**src/rtl/fdc_meas_sequencer.sv**
```systemverilog
// fdc_meas_sequencer: drives the FDC core through reset / gate / settle / sample
// cycles, sums 2^AVG_LOG2 samples per enabled channel and hands each sum out on
// a valid/ready port. Every output is a register loaded from next-state values.
module fdc_meas_sequencer #(
  parameter int DW         = 5,
  parameter int AVG_LOG2   = 2,
  parameter int RST_CYC    = 4,
  parameter int GATE_CYC   = 64,
  parameter int SETTLE_CYC = 2
) (
  input  logic                   clk,
  input  logic                   reset,
  input  logic                   start,
  input  logic                   abort,
  input  logic [1:0]             chan_mask,
  input  logic                   continuous,
  input  logic [DW-1:0]          fdc_out,
  output logic                   fdc_reset,
  output logic                   fdc_selec,
  output logic [DW+AVG_LOG2-1:0] res_data,
  output logic                   res_chan,
  output logic                   res_valid,
  input  logic                   res_ready,
  output logic                   busy
);

  localparam int RW = DW + AVG_LOG2;   // accumulator wide enough to never overflow
  localparam int CW = AVG_LOG2 + 1;    // sample counter must reach 2^AVG_LOG2
  localparam int TW = 16;              // phase timer width

  typedef enum logic [2:0] {
    S_IDLE, S_RST, S_GATE, S_SETTLE, S_SAMPLE, S_OUT
  } state_t;

  state_t          state_reg, state_next;
  logic [TW-1:0]   timer_reg, timer_next;
  logic [CW-1:0]   cnt_reg, cnt_next;
  logic [RW-1:0]   acc_reg, acc_next;
  logic [1:0]      mask_reg, mask_next;
  logic [1:0]      done_reg, done_next;   // channels already reported this sweep
  logic            chan_reg, chan_next;
  logic            fdc_reset_reg, fdc_reset_next;
  logic            fdc_selec_reg, fdc_selec_next;
  logic [RW-1:0]   res_data_reg, res_data_next;
  logic            res_chan_reg, res_chan_next;
  logic            res_valid_reg, res_valid_next;
  logic            busy_reg, busy_next;
  logic [1:0]      remaining;

  // State, datapath and output registers.
  always_ff @(posedge clk) begin
    if (reset) begin
      state_reg     <= S_IDLE;
      timer_reg     <= '0;
      cnt_reg       <= '0;
      acc_reg       <= '0;
      mask_reg      <= '0;
      done_reg      <= '0;
      chan_reg      <= 1'b0;
      fdc_reset_reg <= 1'b1;
      fdc_selec_reg <= 1'b0;
      res_data_reg  <= '0;
      res_chan_reg  <= 1'b0;
      res_valid_reg <= 1'b0;
      busy_reg      <= 1'b0;
    end else begin
      state_reg     <= state_next;
      timer_reg     <= timer_next;
      cnt_reg       <= cnt_next;
      acc_reg       <= acc_next;
      mask_reg      <= mask_next;
      done_reg      <= done_next;
      chan_reg      <= chan_next;
      fdc_reset_reg <= fdc_reset_next;
      fdc_selec_reg <= fdc_selec_next;
      res_data_reg  <= res_data_next;
      res_chan_reg  <= res_chan_next;
      res_valid_reg <= res_valid_next;
      busy_reg      <= busy_next;
    end
  end

  // Next-state sequencing; outputs are derived from the state being entered.
  always_comb begin
    state_next    = state_reg;
    timer_next    = timer_reg;
    cnt_next      = cnt_reg;
    acc_next      = acc_reg;
    mask_next     = mask_reg;
    done_next     = done_reg;
    chan_next     = chan_reg;
    res_data_next = res_data_reg;
    res_chan_next = res_chan_reg;
    remaining     = 2'b00;

    case (state_reg)
      S_IDLE: begin
        if (start && (chan_mask != 2'b00)) begin
          state_next = S_RST;
          timer_next = TW'(RST_CYC - 1);
          mask_next  = chan_mask;
          chan_next  = ~chan_mask[0];     // lowest set bit
          done_next  = 2'b00;
          acc_next   = '0;
          cnt_next   = '0;
        end
      end
      S_RST: begin
        if (timer_reg == '0) begin
          state_next = S_GATE;
          timer_next = TW'(GATE_CYC - 1);
        end else begin
          timer_next = timer_reg - 1'b1;
        end
      end
      S_GATE: begin
        if (timer_reg == '0) begin
          state_next = S_SETTLE;
          timer_next = TW'(SETTLE_CYC - 1);
        end else begin
          timer_next = timer_reg - 1'b1;
        end
      end
      S_SETTLE: begin
        if (timer_reg == '0) begin
          state_next = S_SAMPLE;
        end else begin
          timer_next = timer_reg - 1'b1;
        end
      end
      S_SAMPLE: begin
        acc_next = acc_reg + RW'(fdc_out);
        cnt_next = cnt_reg + 1'b1;
        if (cnt_next == CW'(2 ** AVG_LOG2)) begin
          state_next    = S_OUT;
          res_data_next = acc_next;
          res_chan_next = chan_reg;
        end else begin
          state_next = S_RST;
          timer_next = TW'(RST_CYC - 1);
        end
      end
      S_OUT: begin
        // res_valid is always high while in OUT, so ready alone completes the transfer
        if (res_ready) begin
          done_next = done_reg | (chan_reg ? 2'b10 : 2'b01);
          remaining = mask_reg & ~done_next;
          acc_next  = '0;
          cnt_next  = '0;
          if (remaining != 2'b00) begin
            state_next = S_RST;
            timer_next = TW'(RST_CYC - 1);
            chan_next  = ~remaining[0];
          end else if (continuous) begin
            state_next = S_RST;
            timer_next = TW'(RST_CYC - 1);
            chan_next  = ~mask_reg[0];
            done_next  = 2'b00;
          end else begin
            state_next = S_IDLE;
          end
        end
      end
      default: state_next = S_IDLE;
    endcase

    // abort discards any pending result but keeps the last result registers
    if (abort) begin
      state_next = S_IDLE;
    end

    // the core free-runs through gate and settle and is held in reset otherwise
    fdc_reset_next = !((state_next == S_GATE) || (state_next == S_SETTLE));
    // channel select only moves on entry to RST, while the core is in reset
    fdc_selec_next = (state_next == S_RST) ? chan_next : fdc_selec_reg;
    res_valid_next = (state_next == S_OUT);
    busy_next      = (state_next != S_IDLE);
  end

  assign fdc_reset = fdc_reset_reg;
  assign fdc_selec = fdc_selec_reg;
  assign res_data  = res_data_reg;
  assign res_chan  = res_chan_reg;
  assign res_valid = res_valid_reg;
  assign busy      = busy_reg;

endmodule
```
**config.mk**
```make
export PLATFORM = sky130hd
export DESIGN_NAME = fdc_meas_sequencer
export DESIGN_NICKNAME = d
export VERILOG_FILES = /design/src/rtl/fdc_meas_sequencer.sv
export SDC_FILE = /design/constraint.sdc
export NUM_CORES = 1
export LEC_CHECK = 0
export CORE_UTILIZATION = 54
export DETAILED_ROUTE_END_ITERATION = 6
export DONT_BUFFER_PORTS = 1
export PLACE_DENSITY_LB_ADDON = 0.1
export SLEW_MARGIN = 30
export SYNTH_ARGS = -nofsm -noshare
export SYNTH_HDL_FRONTEND = slang
export SYNTH_SLANG_ARGS = --single-unit
```
**constraint.sdc**
```tcl
create_clock -name clk -period 2.81 [get_ports clk]
set_input_delay 0.7025 -clock clk [delete_from_list [all_inputs] [get_ports clk]]
set_output_delay 0.7025 -clock clk [all_outputs]
set_load 0.02 [all_outputs]
```
==> results of run 1 <==
[cell usage in the layout (no fill, tap or decap), types with 6 or more instances in the layout]
cell type and instances:
a211oi_1 10, a21oi_1 22, buf_4 9, dfxtp_1 46, ha_1 9, inv_1 17, nand2_1 23, nor2_1 29
nor2b_1 6, nor3_1 7, o21a_1 6, o21ai_0 8, o21ai_1 7, o31ai_1 9, or3_1 9, or4_1 6
[synthesized netlist by cell type, types with 4 or more instances]
| library cell | count | share of area |
|---|---|---|
| dfxtp_1 | 46 | 0.37 |
| nor2_1 | 29 | 0.043 |
| nand2_1 | 23 | 0.034 |
| a21oi_1 | 22 | 0.044 |
| inv_1 | 17 | 0.025 |
| clkbuf_1 | 14 | 0.021 |
| a211oi_1 | 10 | 0.030 |
| ha_1 | 9 | 0.045 |
| o31ai_1 | 9 | 0.027 |
| or3_1 | 9 | 0.022 |
| o21ai_0 | 8 | 0.016 |
| nor3_1 | 7 | 0.014 |
| o21ai_1 | 7 | 0.014 |
| nor2b_1 | 6 | 0.015 |
| o21a_1 | 6 | 0.018 |
| or4_1 | 6 | 0.018 |
| a22oi_1 | 5 | 0.015 |
| nand3_1 | 5 | 0.0099 |
| mux2i_1 | 4 | 0.016 |
| nand3b_1 | 4 | 0.012 |
[report_power, final]
group / leakage, nW / internal, W / switching (W)
Sequential: 0.373 / 0.000675 / 0.0000272
Clock: 0.0383 / 0.000172 / 0.000205
Combinational: 0.566 / 0.000127 / 0.000151
Total: 0.977 / 0.000973 / 0.000383
[area by class of cell]
cell class,count,area (um^2),share of cell area
flip-flops and latches,46,921,0.346
multi-input cells,225,1470,0.552
repair buffers,9,67.6,0.0254
inverters,17,63.8,0.0240
clock buffers,7,76.3,0.0287
well taps,52,65.1,0.0244
[path summary, 6_finish.rpt]
path                  from       endpoint  slack [ps]  depth (start not counted)
max           timer_reg[0]   timer_reg[1]         370                          8
min                  reset     cnt_reg[2]         480                          1
max reg2reg   timer_reg[0]   timer_reg[1]         370                          8
min reg2reg  timer_reg[15]  timer_reg[15]         490                          2
[per-layer routing]
metal / vias up / global-route usage
li1: 1136 / -
met1: 1059 / 0.308
met4: 0 / 0.0756
met3: 6 / 0.0447
met5: - / 0
met2: 48 / 0.363
[kinds of logic (layout without fill, tap and decap cells)]
kind of cell             Yosys count  after routing  synth area share
AND/OR/NAND/NOR                  109            109             0.229
AO/OA/AOI/OAI                     98             98             0.270
flip-flops                        46             46             0.365
buffers and inverters             33             33            0.0511
adder cells (fa/ha/maj)           10             10            0.0526
multiplexers                       6              6            0.0248
XOR/XNOR                           2              2           0.00695
[per-stage QoR]
step	total power, W	std cells	utilization	worst slack (ps)
floorplan	0.000933	304	-	518
global placement	0.000987	349	0.586	437
detailed placement	0.000991	349	0.586	392
CTS	0.00137	356	0.603	379
global route	0.00144	356	0.603	113
finish	0.00136	356	0.603	366
[worst reg2reg max path, stage by stage, from the launching register on]
cell and delay (ps):
dfxtp_1 340, inv_1 110, ha_1 150, nor4b_1 430, nand4_1 220, o2bb2ai_2 660
buf_4 270, a21oi_1 70, o31a_1 100
==> results.py, run 1 <==
metrics = {
    "run_status": {
        "outcome": "finished clean",
    },
    "clock_network": {
        "cts_hold_buffers": 0,
        "cts_setup_buffers": 0,
        "cts_buffers": 5,
        "ctsResizeCount": 0,
        "root_buffer": "clkbuf_8",
        "h-tree-depth": 2,
        "cts.clk_slew.worst_paths_ps": 80,
        "cts_tree": "done",
        "clockBufferDepth": 2,
        "cts_sinks": 46,
        "worst_skew_pair.late_latency_ps": 290,
    },
    "timing": {
        "setup_viol": 0,
        "grt_setup_unrepaired": "no",
        "min_period_over_period": 0.870,
        "clock_skew_ps": 4.37,
        "worstMarginPinSlew_ps": 762,
        "max-slew-margin-rel": 0.489,
        "period_needed_ps": 2440,
        "fin_setup_tns_ps": 0,
        "hold_slack_ps": 477,
        "fmax_mhz": 409,
        "slew_violations": 0,
        "hold_violations": 0,
    },
    "critical_path": {
        "critPathArrivalTime_ps": 2630,
        "path_class": "reg -> reg",
        "cp_max_fo": 22,
        "critPathMaxStageDelay_ps": 660,
        "worstSetupStartpointType": "flop",
        "path_buf_inv": 2,
        "crit_chain": "inv_1 > ha_1 > nor4b_1 > nand4_1 > o2bb2ai_2 > buf_4 > a21oi_1 > o31a_1",
        "critPathCaptureType": "flop",
        "cpMaxStageDelayCell": "o2bb2ai_2",
        "worstPathRequired_ps": 2990,
        "cpLargestDelayFamily": "compound AO/OA/AOI/OAI gates",
    },
    "grt": {
        "grtUsageTotal": 0.228,
        "grt_pass1_vias": 2032,
        "grt_antenna_before_repair": 0,
        "grt_max_degree": 45,
        "grt_pass1_wl_um": 9220,
        "overflow": 0,
    },
    "synth": {
        "synth_area_mm2": 0.00252,
        "ys.flop_type": "dfxtp_1",
        "yosysWarnings": 0,
        "synth_cell_types": 60,
        "ys_seq_area_frac": 0.365,
        "ys_async_sr_fraction": 0,
        "syn_nets": 327,
        "synth_area_per_cell_um2": 8.29,
        "synth_cells": 304,
        "synth_edf_count": 0,
        "ys_ff_latch": 46,
    },
    "routing": {
        "dr_wl_met2_um": 2430,
        "viasPerCell": 6.32,
        "wl_per_cell_um": 14.8,
        "dr.pass1.iters": 4,
        "top_layer_used": "met4",
        "drc_errors": 0,
        "initialDrtViolationCount": 218,
        "wl_met3_um": 213,
        "via_count": 2249,
        "wl_met1_um": 2570,
        "ant_nets": 0,
        "drt_wl_total_um": 5280,
    },
    "floorplan": {
        "die_y_um": 70.3,
        "initial_utilization": 0.571,
        "core-area_mm2": 0.00441,
        "num_rows": 24,
        "die_w_um": 70.3,
        "num_io_pins": 25,
        "dieArea_mm2": 0.00494,
    },
    "final_layout": {
        "n_antenna_cell": 0,
        "fill_cells": 391,
        "stdcell_area_mm2": 0.00266,
        "area_growth_syn_to_layout_pct": 5.71,
        "layout-drive-gt1-share": 0.0757,
        "nets": 327,
        "largest_reg_flops": 16,
    },
    "placement": {
        "dpl_cell_area_mm2": 0.00259,
        "place.gp.congestion": 0.850,
        "port_buffers": 0,
        "dp_hpwl_um": 3660,
    },
    "power": {
        "power_density_mw_per_mm2": 509,
        "vdd_drop_max_mv": 0.453,
        "p_leak_nw": 0.977,
    },
    "run": {
        "maxCapViolCount": 0,
    },
    "worst_hold_path": {
        "hold_path.class": "in -> reg",
    },
}
(Power assumes the default switching activity.)
==> run 2, diff against run 1 <==
--- a/config.mk
+++ b/config.mk
@@ -5,9 +5,11 @@
 export SDC_FILE = /design/constraint.sdc
 export NUM_CORES = 1
 export LEC_CHECK = 0
+export ABC_AREA = 1
 export CORE_UTILIZATION = 54
 export DETAILED_ROUTE_END_ITERATION = 6
 export DONT_BUFFER_PORTS = 1
+export HOLD_SLACK_MARGIN = 0.03
 export PLACE_DENSITY_LB_ADDON = 0.1
 export SLEW_MARGIN = 30
 export SYNTH_ARGS = -nofsm -noshare
==> run 2 against run 1 <==
Effect of this change:
- synthesized area shrank 0.15%
- clock skew is 6.7 ps higher
- fmax up 14%
- critical endpoint is now timer_reg[13]
==> results.py, run 2 <==
metrics = {
    "final_layout": {
        "nets": 388,
        "stdcell_area_mm2": 0.00263,
        "final_cell_mix": "92 x nand2_1, 46 x dfxtp_1, 44 x inv_1, 42 x nor2_1, 31 x a21oi_1",
        "n_antenna_cell": 0,
        "layout-drive-gt1-share": 0.0820,
        "area_growth_syn_to_layout_pct": 4.67,
        "final_common_cell": "nand2_1",
        "largest_reg_flops": 16,
    },
    "synth": {
        "synth_area_per_cell_um2": 6.91,
        "yosys.area.top_type": "dfxtp_1",
        "ys_seq_area_frac": 0.366,
        "ys_async_sr_fraction": 0,
        "ys.flop_type": "dfxtp_1",
        "synth_cell_types": 36,
        "ys_ff_latch": 46,
        "synth_top_area_share": 0.366,
        "synth_edf_count": 0,
        "synth_area_mm2": 0.00252,
        "synthTopCellsByCount": "92 x nand2_1, 46 x dfxtp_1, 44 x inv_1, 42 x nor2_1, 31 x a21oi_1",
        "syn_nets": 387,
        "yosys-top-cells-area": "dfxtp_1 37%, nand2_1 14%, inv_1 6.6%",
        "yosysWarnings": 0,
        "synth.most_common_cell": "nand2_1",
        "synth_cells": 364,
    },
    "power": {
        "vdd_drop_max_mv": 0.255,
        "p_sw_w": 0.000413,
        "p_comb_frac": 0.192,
        "power_density_mw_per_mm2": 523,
        "pwr-share-seq": 0.506,
        "clkPwrFrac": 0.302,
        "p_sw_frac": 0.300,
        "p_leak_nw": 1.26,
        "internal_power_w": 0.000964,
        "p_total_w": 0.00138,
    },
    "critical_path": {
        "worstPathRequired_ps": 3040,
        "path_class": "reg -> reg",
        "crit_chain": "inv_2 > nor2_4 > nand2_2 > nand2_1 > inv_2 > nand2_2 > inv_2 > nand2_2 > nand2_4 > inv_2 > nand2_1 > nor2_1",
        "r2r_slack_ps": 660,
        "critPathCaptureType": "flop",
        "crit_top_cell": "inv_2",
        "worstSetupStartpointType": "flop",
        "cpMaxStageDelayCell": "dfxtp_1",
        "critPathArrivalTime_ps": 2390,
        "critPathMaxStageDelay_ps": 460,
        "cp_max_fo": 15,
    },
    "grt": {
        "grt_antenna_before_repair": 0,
        "grt_max_degree": 23,
        "grt_pass1_wl_um": 8970,
        "grtUsageTotal": 0.223,
        "overflow": 0,
        "grt_pass1_vias": 2105,
    },
    "floorplan": {
        "num_io_pins": 25,
        "core-area_mm2": 0.00441,
        "die_y_um": 70.3,
        "die_w_um": 70.3,
        "num_rows": 24,
        "initial_utilization": 0.570,
        "dieArea_mm2": 0.00494,
    },
    "clock_network": {
        "ctsResizeCount": 0,
        "cts.clk_slew.worst_paths_ps": 90,
        "cts_setup_buffers": 0,
        "cts_tree": "done",
        "worst_skew_pair.late_latency_ps": 300,
        "cts_hold_buffers": 0,
        "cts_sinks": 46,
        "root_buffer": "clkbuf_8",
        "clockBufferDepth": 2,
        "h-tree-depth": 2,
        "cts_buffers": 5,
    },
    "placement": {
        "dp_hpwl_um": 3790,
        "dpl_cell_area_mm2": 0.00254,
        "place.gp.congestion": 0.797,
        "port_buffers": 0,
    },
    "run": {
        "maxCapViolCount": 0,
    },
    "routing": {
        "drt_wl_total_um": 4990,
        "dr.pass1.iters": 4,
        "ant_nets": 0,
        "drc_errors": 0,
        "initialDrtViolationCount": 93,
        "viasPerCell": 5.24,
        "via_count": 2190,
        "wl_per_cell_um": 11.9,
    },
    "timing": {
        "slew_violations": 0,
        "setup_viol": 0,
        "period_needed_ps": 2150,
        "min_period_over_period": 0.766,
        "grt_setup_unrepaired": "no",
        "fin_setup_tns_ps": 0,
        "max-slew-margin-rel": 0.578,
        "fmax_mhz": 465,
        "worstMarginPinSlew_ps": 629,
        "clock_skew_ps": 11.0,
        "hold_violations": 0,
    },
    "run_status": {
        "outcome": "finished clean",
    },
    "worst_hold_path": {
        "hold_path.class": "reg -> reg",
    },
}
[run 2: changes by cell type in the layout (fill, tap and decap cells not counted), moves of 7 or more]
cell,before,now
inv_2,0,8
o21ai_1,7,0
inv_1,17,44
o31ai_1,9,1
nor2_1,29,42
nand2_1,23,92
buf_4,9,0
or3_1,9,0
a21oi_1,22,31
nand3_1,5,19
a211oi_1,10,1
[run 2: layer usage]
layer,track usage,vias to the layer above,part of all wire
met5,0,-,0
met4,0.0533,0,0.0076
met3,0.0505,4,0.036
met2,0.400,28,0.50
met1,0.266,1000,0.46
li1,-,1158,-
[run 2: final timing paths]
kind | startpoint | end | depth (start not counted)
hold / removal | cnt_reg[2] | cnt_reg[2] | 2
hold reg to reg | cnt_reg[2] | cnt_reg[2] | 2
setup reg to reg | state_reg[2] | timer_reg[13] | 12
setup / recovery | state_reg[2] | timer_reg[13] | 12
[run 2: layout make-up]
cell class	instances	area, um^2
Sequential cell	46	921
Fill cell	449	1780
Clock inverter	1	5.00
Clock buffer	7	86.3
Tap cell	52	65.1
Multi-Input combinational cell	260	1360
Inverter	52	195
[run 2: metrics by stage]
stage / hold WS [ps] / cells / setup WS (ps) / utilization
2_1_floorplan: 441 / 364 / 654 / -
3_3_place_gp: 446 / 410 / 542 / 0.576
3_5_place_dp: 449 / 410 / 489 / 0.576
4_1_cts: 453 / 418 / 626 / 0.597
5_1_grt: 449 / 418 / 409 / 0.597
6_report: 460 / 418 / 658 / 0.597
[run 2: critical path: cells and delay by family (launching register included)]
| family | cells | cell delay, ps |
|---|---|---|
| and+or+nand+nor | 8 | 1170 |
| buffers and inverters | 4 | 450 |
| DFF | 1 | 460 |
[run 2: kinds of logic (layout without fill, tap and decap cells)]
kind of cell | after synthesis | in the layout | share of synthesized area
and+or+nand+nor | 182 | 182 | 0.326
DFF | 46 | 46 | 0.366
xor gates and xnor gates | 10 | 10 | 0.0348
buffers and inverters | 58 | 60 | 0.0930
AOI/OAI and AO/OA | 58 | 58 | 0.128
adders and majority gates | 10 | 10 | 0.0527
[run 2: power by group through the flow]
stage | clock network (W) | logic, W | registers [W]
after floorplan | 0 | 0.000230 | 0.000707
after global placement | 0 | 0.000260 | 0.000711
after detailed placement | 0 | 0.000264 | 0.000712
after CTS | 0.000423 | 0.000266 | 0.000697
after global routing | 0.000448 | 0.000305 | 0.000700
final | 0.000416 | 0.000264 | 0.000696
